===== src/rtl/wbtriarb.sv =====
// wbtriarb: three-master Wishbone arbiter (A = data memory, B = instruction
// fetch, C = debug/DMA) sharing one pipelined bus with separate global and
// local cycle/strobe lines. Ownership is registered and changes only while
// the current owner holds both cycle lines low. An outstanding-request
// counter throttles the owner and discards stale acknowledgements.
module wbtriarb #(
  parameter int AW             = 30,
  parameter int DW             = 32,
  parameter int LGOUT          = 4,
  parameter bit OPT_ROUNDROBIN = 1'b0
) (
  input  logic            i_clk,
  input  logic            i_reset,
  // master A
  input  logic            i_a_cyc_gbl,
  input  logic            i_a_cyc_lcl,
  input  logic            i_a_stb_gbl,
  input  logic            i_a_stb_lcl,
  input  logic            i_a_we,
  input  logic [AW-1:0]   i_a_addr,
  input  logic [DW-1:0]   i_a_data,
  input  logic [DW/8-1:0] i_a_sel,
  output logic            o_a_stall,
  output logic            o_a_ack,
  output logic            o_a_err,
  // master B
  input  logic            i_b_cyc_gbl,
  input  logic            i_b_cyc_lcl,
  input  logic            i_b_stb_gbl,
  input  logic            i_b_stb_lcl,
  input  logic            i_b_we,
  input  logic [AW-1:0]   i_b_addr,
  input  logic [DW-1:0]   i_b_data,
  input  logic [DW/8-1:0] i_b_sel,
  output logic            o_b_stall,
  output logic            o_b_ack,
  output logic            o_b_err,
  // master C
  input  logic            i_c_cyc_gbl,
  input  logic            i_c_cyc_lcl,
  input  logic            i_c_stb_gbl,
  input  logic            i_c_stb_lcl,
  input  logic            i_c_we,
  input  logic [AW-1:0]   i_c_addr,
  input  logic [DW-1:0]   i_c_data,
  input  logic [DW/8-1:0] i_c_sel,
  output logic            o_c_stall,
  output logic            o_c_ack,
  output logic            o_c_err,
  // shared bus
  output logic            o_cyc_gbl,
  output logic            o_cyc_lcl,
  output logic            o_stb_gbl,
  output logic            o_stb_lcl,
  output logic            o_we,
  output logic [AW-1:0]   o_addr,
  output logic [DW-1:0]   o_data,
  output logic [DW/8-1:0] o_sel,
  input  logic            i_stall,
  input  logic            i_ack,
  input  logic            i_err,
  // status
  output logic [1:0]      o_owner,
  output logic            o_busy
);

  localparam logic [LGOUT-1:0] CNT_ZERO = {LGOUT{1'b0}};
  localparam logic [LGOUT-1:0] CNT_ONE  = {{(LGOUT-1){1'b0}}, 1'b1};
  localparam logic [LGOUT-1:0] CNT_MAX  = {LGOUT{1'b1}};

  logic [1:0]       owner_q, owner_d;
  logic [LGOUT-1:0] cnt_q, cnt_d;
  logic [3:0]       req_s;
  logic             owner_act_s, throttle_s, own_stb_gbl_s, own_stb_lcl_s;
  logic             inc_s, dec_s, own_stall_s, own_ack_s, own_err_s;

  // Step an owner index through 0,1,2 cyclically.
  function automatic logic [1:0] inc3(input logic [1:0] cur);
    logic [1:0] nxt;
    case (cur)
      2'd0:    nxt = 2'd1;
      2'd1:    nxt = 2'd2;
      default: nxt = 2'd0;
    endcase
    return nxt;
  endfunction

  // Fixed priority A > B > C; park on the current owner when nobody asks.
  function automatic logic [1:0] pick_fixed(input logic [1:0] cur, input logic [3:0] req);
    logic [1:0] sel;
    if (req[0])      sel = 2'd0;
    else if (req[1]) sel = 2'd1;
    else if (req[2]) sel = 2'd2;
    else             sel = cur;
    return sel;
  endfunction

  // Round-robin: first requester in order cur+1, cur+2, cur (mod 3).
  function automatic logic [1:0] pick_rr(input logic [1:0] cur, input logic [3:0] req);
    logic [1:0] idx;
    logic [1:0] sel;
    logic       found;
    idx   = cur;
    sel   = cur;
    found = 1'b0;
    for (int k = 0; k < 3; k++) begin
      idx = inc3(idx);
      if (!found && req[idx]) begin
        sel   = idx;
        found = 1'b1;
      end else begin
        found = found;
      end
    end
    return sel;
  endfunction

  assign req_s = {1'b0,
                  i_c_cyc_gbl | i_c_cyc_lcl,
                  i_b_cyc_gbl | i_b_cyc_lcl,
                  i_a_cyc_gbl | i_a_cyc_lcl};

  // Route the owner's request lines onto the shared bus.
  always_comb begin
    o_cyc_gbl     = 1'b0;
    o_cyc_lcl     = 1'b0;
    own_stb_gbl_s = 1'b0;
    own_stb_lcl_s = 1'b0;
    o_we          = 1'b0;
    o_addr        = {AW{1'b0}};
    o_data        = {DW{1'b0}};
    o_sel         = {(DW/8){1'b0}};
    case (owner_q)
      2'd0: begin
        o_cyc_gbl = i_a_cyc_gbl; o_cyc_lcl = i_a_cyc_lcl;
        own_stb_gbl_s = i_a_stb_gbl; own_stb_lcl_s = i_a_stb_lcl;
        o_we = i_a_we; o_addr = i_a_addr; o_data = i_a_data; o_sel = i_a_sel;
      end
      2'd1: begin
        o_cyc_gbl = i_b_cyc_gbl; o_cyc_lcl = i_b_cyc_lcl;
        own_stb_gbl_s = i_b_stb_gbl; own_stb_lcl_s = i_b_stb_lcl;
        o_we = i_b_we; o_addr = i_b_addr; o_data = i_b_data; o_sel = i_b_sel;
      end
      2'd2: begin
        o_cyc_gbl = i_c_cyc_gbl; o_cyc_lcl = i_c_cyc_lcl;
        own_stb_gbl_s = i_c_stb_gbl; own_stb_lcl_s = i_c_stb_lcl;
        o_we = i_c_we; o_addr = i_c_addr; o_data = i_c_data; o_sel = i_c_sel;
      end
      default: begin
        o_cyc_gbl = 1'b0;
      end
    endcase
  end

  assign owner_act_s = o_cyc_gbl | o_cyc_lcl;
  assign throttle_s  = (cnt_q == CNT_MAX);
  assign o_stb_gbl   = own_stb_gbl_s & !throttle_s;
  assign o_stb_lcl   = own_stb_lcl_s & !throttle_s;
  assign inc_s       = (o_stb_gbl | o_stb_lcl) & !i_stall;
  assign dec_s       = i_ack & (cnt_q != CNT_ZERO);
  assign own_stall_s = i_stall | throttle_s;
  assign own_ack_s   = dec_s;
  assign own_err_s   = i_err & owner_act_s;

  // Return stall/ack/err to the owner; everyone else is held stalled.
  always_comb begin
    o_a_stall = 1'b1; o_a_ack = 1'b0; o_a_err = 1'b0;
    o_b_stall = 1'b1; o_b_ack = 1'b0; o_b_err = 1'b0;
    o_c_stall = 1'b1; o_c_ack = 1'b0; o_c_err = 1'b0;
    case (owner_q)
      2'd0: begin o_a_stall = own_stall_s; o_a_ack = own_ack_s; o_a_err = own_err_s; end
      2'd1: begin o_b_stall = own_stall_s; o_b_ack = own_ack_s; o_b_err = own_err_s; end
      2'd2: begin o_c_stall = own_stall_s; o_c_ack = own_ack_s; o_c_err = own_err_s; end
      default: begin o_a_stall = 1'b1; end
    endcase
  end

  // Next owner: re-arbitrate only while the current owner is idle.
  always_comb begin
    owner_d = owner_q;
    if (!owner_act_s) begin
      if (OPT_ROUNDROBIN) owner_d = pick_rr(owner_q, req_s);
      else                owner_d = pick_fixed(owner_q, req_s);
    end else begin
      owner_d = owner_q;
    end
  end

  // Next outstanding count; an idle owner or a bus error aborts everything.
  always_comb begin
    cnt_d = cnt_q;
    if (!owner_act_s || i_err)  cnt_d = CNT_ZERO;
    else if (inc_s && !dec_s)   cnt_d = cnt_q + CNT_ONE;
    else if (dec_s && !inc_s)   cnt_d = cnt_q - CNT_ONE;
    else                        cnt_d = cnt_q;
  end

  // Ownership and outstanding-count registers.
  always_ff @(posedge i_clk) begin
    if (i_reset) begin
      owner_q <= 2'd0;
      cnt_q   <= CNT_ZERO;
    end else begin
      owner_q <= owner_d;
      cnt_q   <= cnt_d;
    end
  end

  assign o_owner = owner_q;
  assign o_busy  = (cnt_q != CNT_ZERO);

endmodule


===== config.mk =====
export PLATFORM = sky130hd
export DESIGN_NAME = wbtriarb
export DESIGN_NICKNAME = d
export VERILOG_FILES = /design/src/rtl/wbtriarb.sv
export SDC_FILE = /design/constraint.sdc
export NUM_CORES = 1
export LEC_CHECK = 0
export ABC_AREA = 1
export CORE_AREA = 5 5 112 114
export DETAILED_ROUTE_END_ITERATION = 12
export DIE_AREA = 0 0 117 119
export GPL_ROUTABILITY_DRIVEN = 0
export PLACE_DENSITY_LB_ADDON = 0.2
export SLEW_MARGIN = 0
export SYNTH_ARGS = -nofsm -noshare
export SYNTH_HDL_FRONTEND = slang
export SYNTH_SLANG_ARGS = --single-unit

===== constraint.sdc =====
create_clock -name i_clk -period 2.7 [get_ports i_clk]
set_input_delay 0.27 -clock i_clk [delete_from_list [all_inputs] [get_ports i_clk]]
set_output_delay 0.27 -clock i_clk [all_outputs]
set_load 0.02 [all_outputs]

==> impl_results.html, run 1 <==
<table>
<tr><th>Metric</th><th>Value</th></tr>
<tr><th colspan="2">STA</th></tr>
<tr><td>Max frequency</td><td>416 MHz</td></tr>
<tr><td>Pins Over Slew Limit</td><td>0</td></tr>
<tr><td>Final critical delay including setup and external delays</td><td>2.41 ns</td></tr>
<tr><td>Slew of the pin with the lowest slew margin</td><td>0.403 ns</td></tr>
<tr><td>Setup violations, final</td><td>0</td></tr>
<tr><td>Clock Skews</td><td>roughly 0.0011 ns</td></tr>
<tr><td>Final-layout setup total negative slack</td><td>0 ns</td></tr>
<tr><td>Post-route clock period utilization</td><td>89.1%</td></tr>
<tr><td>Setup repair after global routing missed its margin</td><td>no</td></tr>
<tr><td>Worst slew margin relative to its limit</td><td>73.1%</td></tr>
<tr><td>Count of final hold-check violations</td><td>0</td></tr>
<tr><th colspan="2">Logic synthesis</th></tr>
<tr><td>Simple-gate share of the synthesized area</td><td>between 70% and 80%</td></tr>
<tr><td>Mean area per synthesized cell</td><td>4.74 um2</td></tr>
<tr><td>Share of the synthesized netlist area taken by xor and xnor gates</td><td>1.43%</td></tr>
<tr><td>Flip-flop and latch count after synthesis</td><td>6</td></tr>
<tr><td>Combinational family with the most area after synthesis</td><td>simple AND/OR/NAND/NOR gates</td></tr>
<tr><td>Most common cell in the synthesized netlist</td><td>sky130_fd_sc_hd__nand2_1</td></tr>
<tr><td>Nets in the synthesized netlist</td><td>609</td></tr>
<tr><td>Area fraction in compound gates after synthesis</td><td>2.18%</td></tr>
<tr><td>Number of synthesized flops with an enable pin</td><td>0</td></tr>
<tr><td>Share of cell area taken by muxes after synthesis</td><td>0%</td></tr>
<tr><td>Yosys warnings</td><td>0</td></tr>
<tr><td>Top post-synthesis cells by area</td><td>sky130_fd_sc_hd__nand2_1 (46%), sky130_fd_sc_hd__nand3_1 (22%), sky130_fd_sc_hd__dfxtp_1 (6.6%)</td></tr>
<tr><td>Yosys cell types</td><td>21</td></tr>
<tr><td>Post-synthesis sequential area ratio</td><td>approximately 6.6%</td></tr>
<tr><td>Leading register cell type out of synthesis</td><td>sky130_fd_sc_hd__dfxtp_1</td></tr>
<tr><td>Synth async-reset ratio</td><td>0%</td></tr>
<tr><td>Synth Instances</td><td>387</td></tr>
<tr><td>Synth top cells by count</td><td>sky130_fd_sc_hd__nand2_1 (225), sky130_fd_sc_hd__nand3_1 (80), sky130_fd_sc_hd__nor2_1 (17)</td></tr>
<tr><td>Fraction of post-synthesis cell area in the top cell type by area</td><td>46.1%</td></tr>
<tr><td>Synthesized cell area</td><td>0.00183 mm2</td></tr>
<tr><td>Cell taking the most area after synthesis</td><td>sky130_fd_sc_hd__nand2_1</td></tr>
<tr><td>Adder-cell area share of the yosys netlist</td><td>3.14%</td></tr>
<tr><th colspan="2">Worst hold path</th></tr>
<tr><td>Min-Delay Path Class</td><td>reg -&gt; reg</td></tr>
<tr><td>Hold path start</td><td>cnt_q[3]$_SDFFE_PP0P_</td></tr>
<tr><th colspan="2">CTS</th></tr>
<tr><td>Clock edge transition at the registers on the reported setup and hold paths</td><td>0.03 ns</td></tr>
<tr><td>Cts-stage hold buffer count</td><td>0</td></tr>
<tr><td>Buffers inserted during post-CTS setup optimization</td><td>0</td></tr>
<tr><td>Clk buf depth</td><td>2</td></tr>
<tr><td>Clock H-tree levels</td><td>1</td></tr>
<tr><td>TritonCTS clock tree</td><td>done</td></tr>
<tr><td>Clock insertion delay at the later pin of the skew report</td><td>roughly 0.23 ns</td></tr>
<tr><td>Sink count of the clock tree</td><td>6</td></tr>
<tr><td>Clock buffer count from CTS</td><td>3</td></tr>
<tr><td>Root buffer cell</td><td>sky130_fd_sc_hd__clkbuf_16</td></tr>
<tr><th colspan="2">Setup path</th></tr>
<tr><td>Worst Setup End Kind</td><td>output port</td></tr>
<tr><td>Start point of the critical path</td><td>o_owner[1]$_SDFFE_PP0P_</td></tr>
<tr><td>Register-to-register setup slack</td><td>0.45 ns</td></tr>
<tr><td>Kind of critical path</td><td>reg -&gt; out</td></tr>
<tr><td>R2R depth</td><td>15</td></tr>
<tr><td>Capturing point of the worst reg2reg path</td><td>cnt_q[3]$_SDFFE_PP0P_</td></tr>
<tr><td>Worst flop-to-flop path startpoint</td><td>o_owner[0]$_SDFFE_PP0P_</td></tr>
<tr><td>Launching element type of the critical path</td><td>register</td></tr>
<tr><td>Arrival time of the worst setup path</td><td>approximately 2.1 ns</td></tr>
<tr><td>Worst-path fanout max</td><td>38</td></tr>
<tr><td>Critical path destination</td><td>o_addr[7]</td></tr>
<tr><td>Required time of the critical path</td><td>2.43 ns</td></tr>
<tr><th colspan="2">Drt</th></tr>
<tr><td>Post-detailed-route count of antenna-violating nets</td><td>0</td></tr>
<tr><td>Initial DRC count</td><td>210</td></tr>
<tr><td>Mean routed wirelength per cell</td><td>around 16 um</td></tr>
<tr><td>Number of detailed-routing iterations run before antenna repair</td><td>4</td></tr>
<tr><td>Number of remaining DRC errors</td><td>0</td></tr>
<tr><td>Total via count after detailed routing</td><td>3528</td></tr>
<tr><td>Via/cell ratio</td><td>approximately 4.3</td></tr>
<tr><td>Routed WL</td><td>12700 um</td></tr>
<tr><th colspan="2">Floorplanning</th></tr>
<tr><td>Core outline area</td><td>around 0.011 mm2</td></tr>
<tr><td>Die span in x</td><td>approximately 120 um</td></tr>
<tr><td>Number of placed I/O pins</td><td>301</td></tr>
<tr><td>Die outline area</td><td>0.0139 mm2</td></tr>
<tr><td># rows</td><td>39</td></tr>
<tr><td>Overall die height</td><td>119 um</td></tr>
<tr><td>Starting density of the core</td><td>16.2%</td></tr>
<tr><th colspan="2">Global route</th></tr>
<tr><td>Global-route wire length before repair</td><td>18800 um</td></tr>
<tr><td>Maximum number of pins on one net before global-route repair</td><td>39</td></tr>
<tr><td>Via count of the first global-routing pass</td><td>3490</td></tr>
<tr><td>Number of antenna violations at the first check in global routing</td><td>0</td></tr>
<tr><td>Remaining global-route overflow</td><td>0</td></tr>
<tr><td>Overall fraction of global-route tracks in use</td><td>between 10% and 20%</td></tr>
<tr><th colspan="2">Power and ir drop</th></tr>
<tr><td>Sequential share of power</td><td>4.0%</td></tr>
<tr><td>Total power per unit cell area</td><td>slightly below 900 mW/mm2</td></tr>
<tr><td>Switching share of power</td><td>51.7%</td></tr>
<tr><td>Leakage power figure</td><td>2.10 nW</td></tr>
<tr><td>Cell internal pwr</td><td>2.10 mW</td></tr>
<tr><td>Clock power frac</td><td>approximately 5.5%</td></tr>
<tr><td>Peak ir drop on the vdd network</td><td>~0.58 mV</td></tr>
<tr><td>Overall power consumption</td><td>~4.4 mW</td></tr>
<tr><td>Logic gate share of total power</td><td>90.5%</td></tr>
<tr><td>Net Sw Power</td><td>roughly 2.3 mW</td></tr>
<tr><th colspan="2">Cells and area</th></tr>
<tr><td>Count of filler cells inserted in the layout</td><td>1181</td></tr>
<tr><td>Total Nets Final</td><td>about 900</td></tr>
<tr><td>Antenna cell count</td><td>0</td></tr>
<tr><td>Synthesis-to-layout area growth</td><td>173%</td></tr>
<tr><td>Sequential standard cell area</td><td>123 um2</td></tr>
<tr><td>Multi-input gate area</td><td>0.00152 mm2</td></tr>
<tr><td>Share of layout cells above drive strength 1</td><td>3.12%</td></tr>
<tr><th colspan="2">Placed design</th></tr>
<tr><td>Hpwl dp</td><td>between 10000 and 15000 um</td></tr>
<tr><td>Count of buffers inserted at the top-level ports</td><td>300</td></tr>
<tr><th colspan="2">Flow run</th></tr>
<tr><td>Number of max-cap violations</td><td>0</td></tr>
<tr><th colspan="2">Outcome</th></tr>
<tr><td>Run status</td><td>finished, final reports clean</td></tr>
</table>
==> routing by layer <==
layer	wire, um	global-route usage (%)
met5	0	0
met4	186	2.72
met3	1510	4.16
met2	6510	30.7
met1	4460	19.2
==> worst min-delay path by stage <==
stage / endpoint / depth (start not counted) / slack (ns)
after global placement: cnt_q[3]$_SDFFE_PP0P_ / 2 / 0.50
after CTS: cnt_q[3]$_SDFFE_PP0P_ / 2 / 0.51
final: cnt_q[3]$_SDFFE_PP0P_ / 2 / 0.52
after floorplan: o_owner[0]$_SDFFE_PP0P_ / 3 / 0.43
after detailed placement: cnt_q[3]$_SDFFE_PP0P_ / 2 / 0.51
after global routing: cnt_q[3]$_SDFFE_PP0P_ / 2 / 0.53
==> flip-flops by register name, summed over array words and instances, names as in the netlist <==
signal,count
cnt_q,4
o_owner,2
==> cell type report <==
class                      instances  area share (%)
clock buffer                       3            1.50
tap                              143            3.58
sequential                         6            2.45
multi-input combinational        345            30.4
inverter                          13           0.977
timing repair buffer             306            61.1
==> cell usage in the layout (no fill, tap or decap), drive strengths merged <==
master         netlist  layout
a21oi                7       7
buf                 23       6
clkbuf               0       3
clkdlybuf4s50        0     300
dfxtp                6       6
fa                   1       1
ha                   3       3
inv                 13      13
nand2              226     226
nand3               82      82
nand4                1       1
nor2                21      21
o21ai                1       1
xnor2                2       2
xor2                 1       1
==> power by group through the flow <==
stage | combinational [mW] | clock (mW) | sequential (mW)
2_1_floorplan | 2.17 | 0 | 0.149
3_3_place_gp | 3.97 | 0 | 0.169
3_5_place_dp | 3.98 | 0 | 0.173
4_1_cts | 4.00 | 0.244 | 0.172
5_1_grt | 4.27 | 0.251 | 0.182
6_report | 3.95 | 0.239 | 0.175
==> kinds of logic after synthesis <==
family / Yosys count
buffers and inverters: 36
AOI/OAI and AO/OA: 8
xor gates and xnor gates: 3
adders and majority gates: 4
DFF: 6
and+or+nand+nor: 330
==> per-stage QoR <==
stage	util [%]	std cells	hold slack, ns	setup slack [ns]	area [um2]
final	44.1	816	0.517	0.295	5000
after global routing	44.1	816	0.531	0.145	5000
after CTS	44.1	816	0.514	0.109	4990
after detailed placement	43.4	813	0.509	0.282	4910
after global placement	43.4	813	0.497	0.383	4910
after floorplan	-	387	0.426	0.473	1830
==> critical path, stage by stage, from the launching register on <==
cell	delay [ns]
sky130_fd_sc_hd__dfxtp_2	0.46
sky130_fd_sc_hd__inv_2	0.09
sky130_fd_sc_hd__nor2_4	0.13
sky130_fd_sc_hd__buf_4	0.37
sky130_fd_sc_hd__nand2_1	0.10
sky130_fd_sc_hd__nand3_1	0.10
sky130_fd_sc_hd__clkdlybuf4s50_1	0.63
==> what timing repair did <==
action,in CTS,in global routing
resized for setup,0,3
hold endpoints to repair,0,0
endpoints found under the setup margin,0,23
No activity file was read; power rests on OpenSTA's default activity.
==> inputs of run 2 (changes only) <==
--- a/config.mk
+++ b/config.mk
@@ -7,6 +7,7 @@
 export LEC_CHECK = 0
 export ABC_AREA = 1
 export CORE_AREA = 5 5 112 114
+export CTS_CLUSTER_SIZE = 24
 export DETAILED_ROUTE_END_ITERATION = 12
 export DIE_AREA = 0 0 117 119
 export GPL_ROUTABILITY_DRIVEN = 0
==> results of run 2 <==
No change in the layout: final DEF, timing and power equal those of run 1.
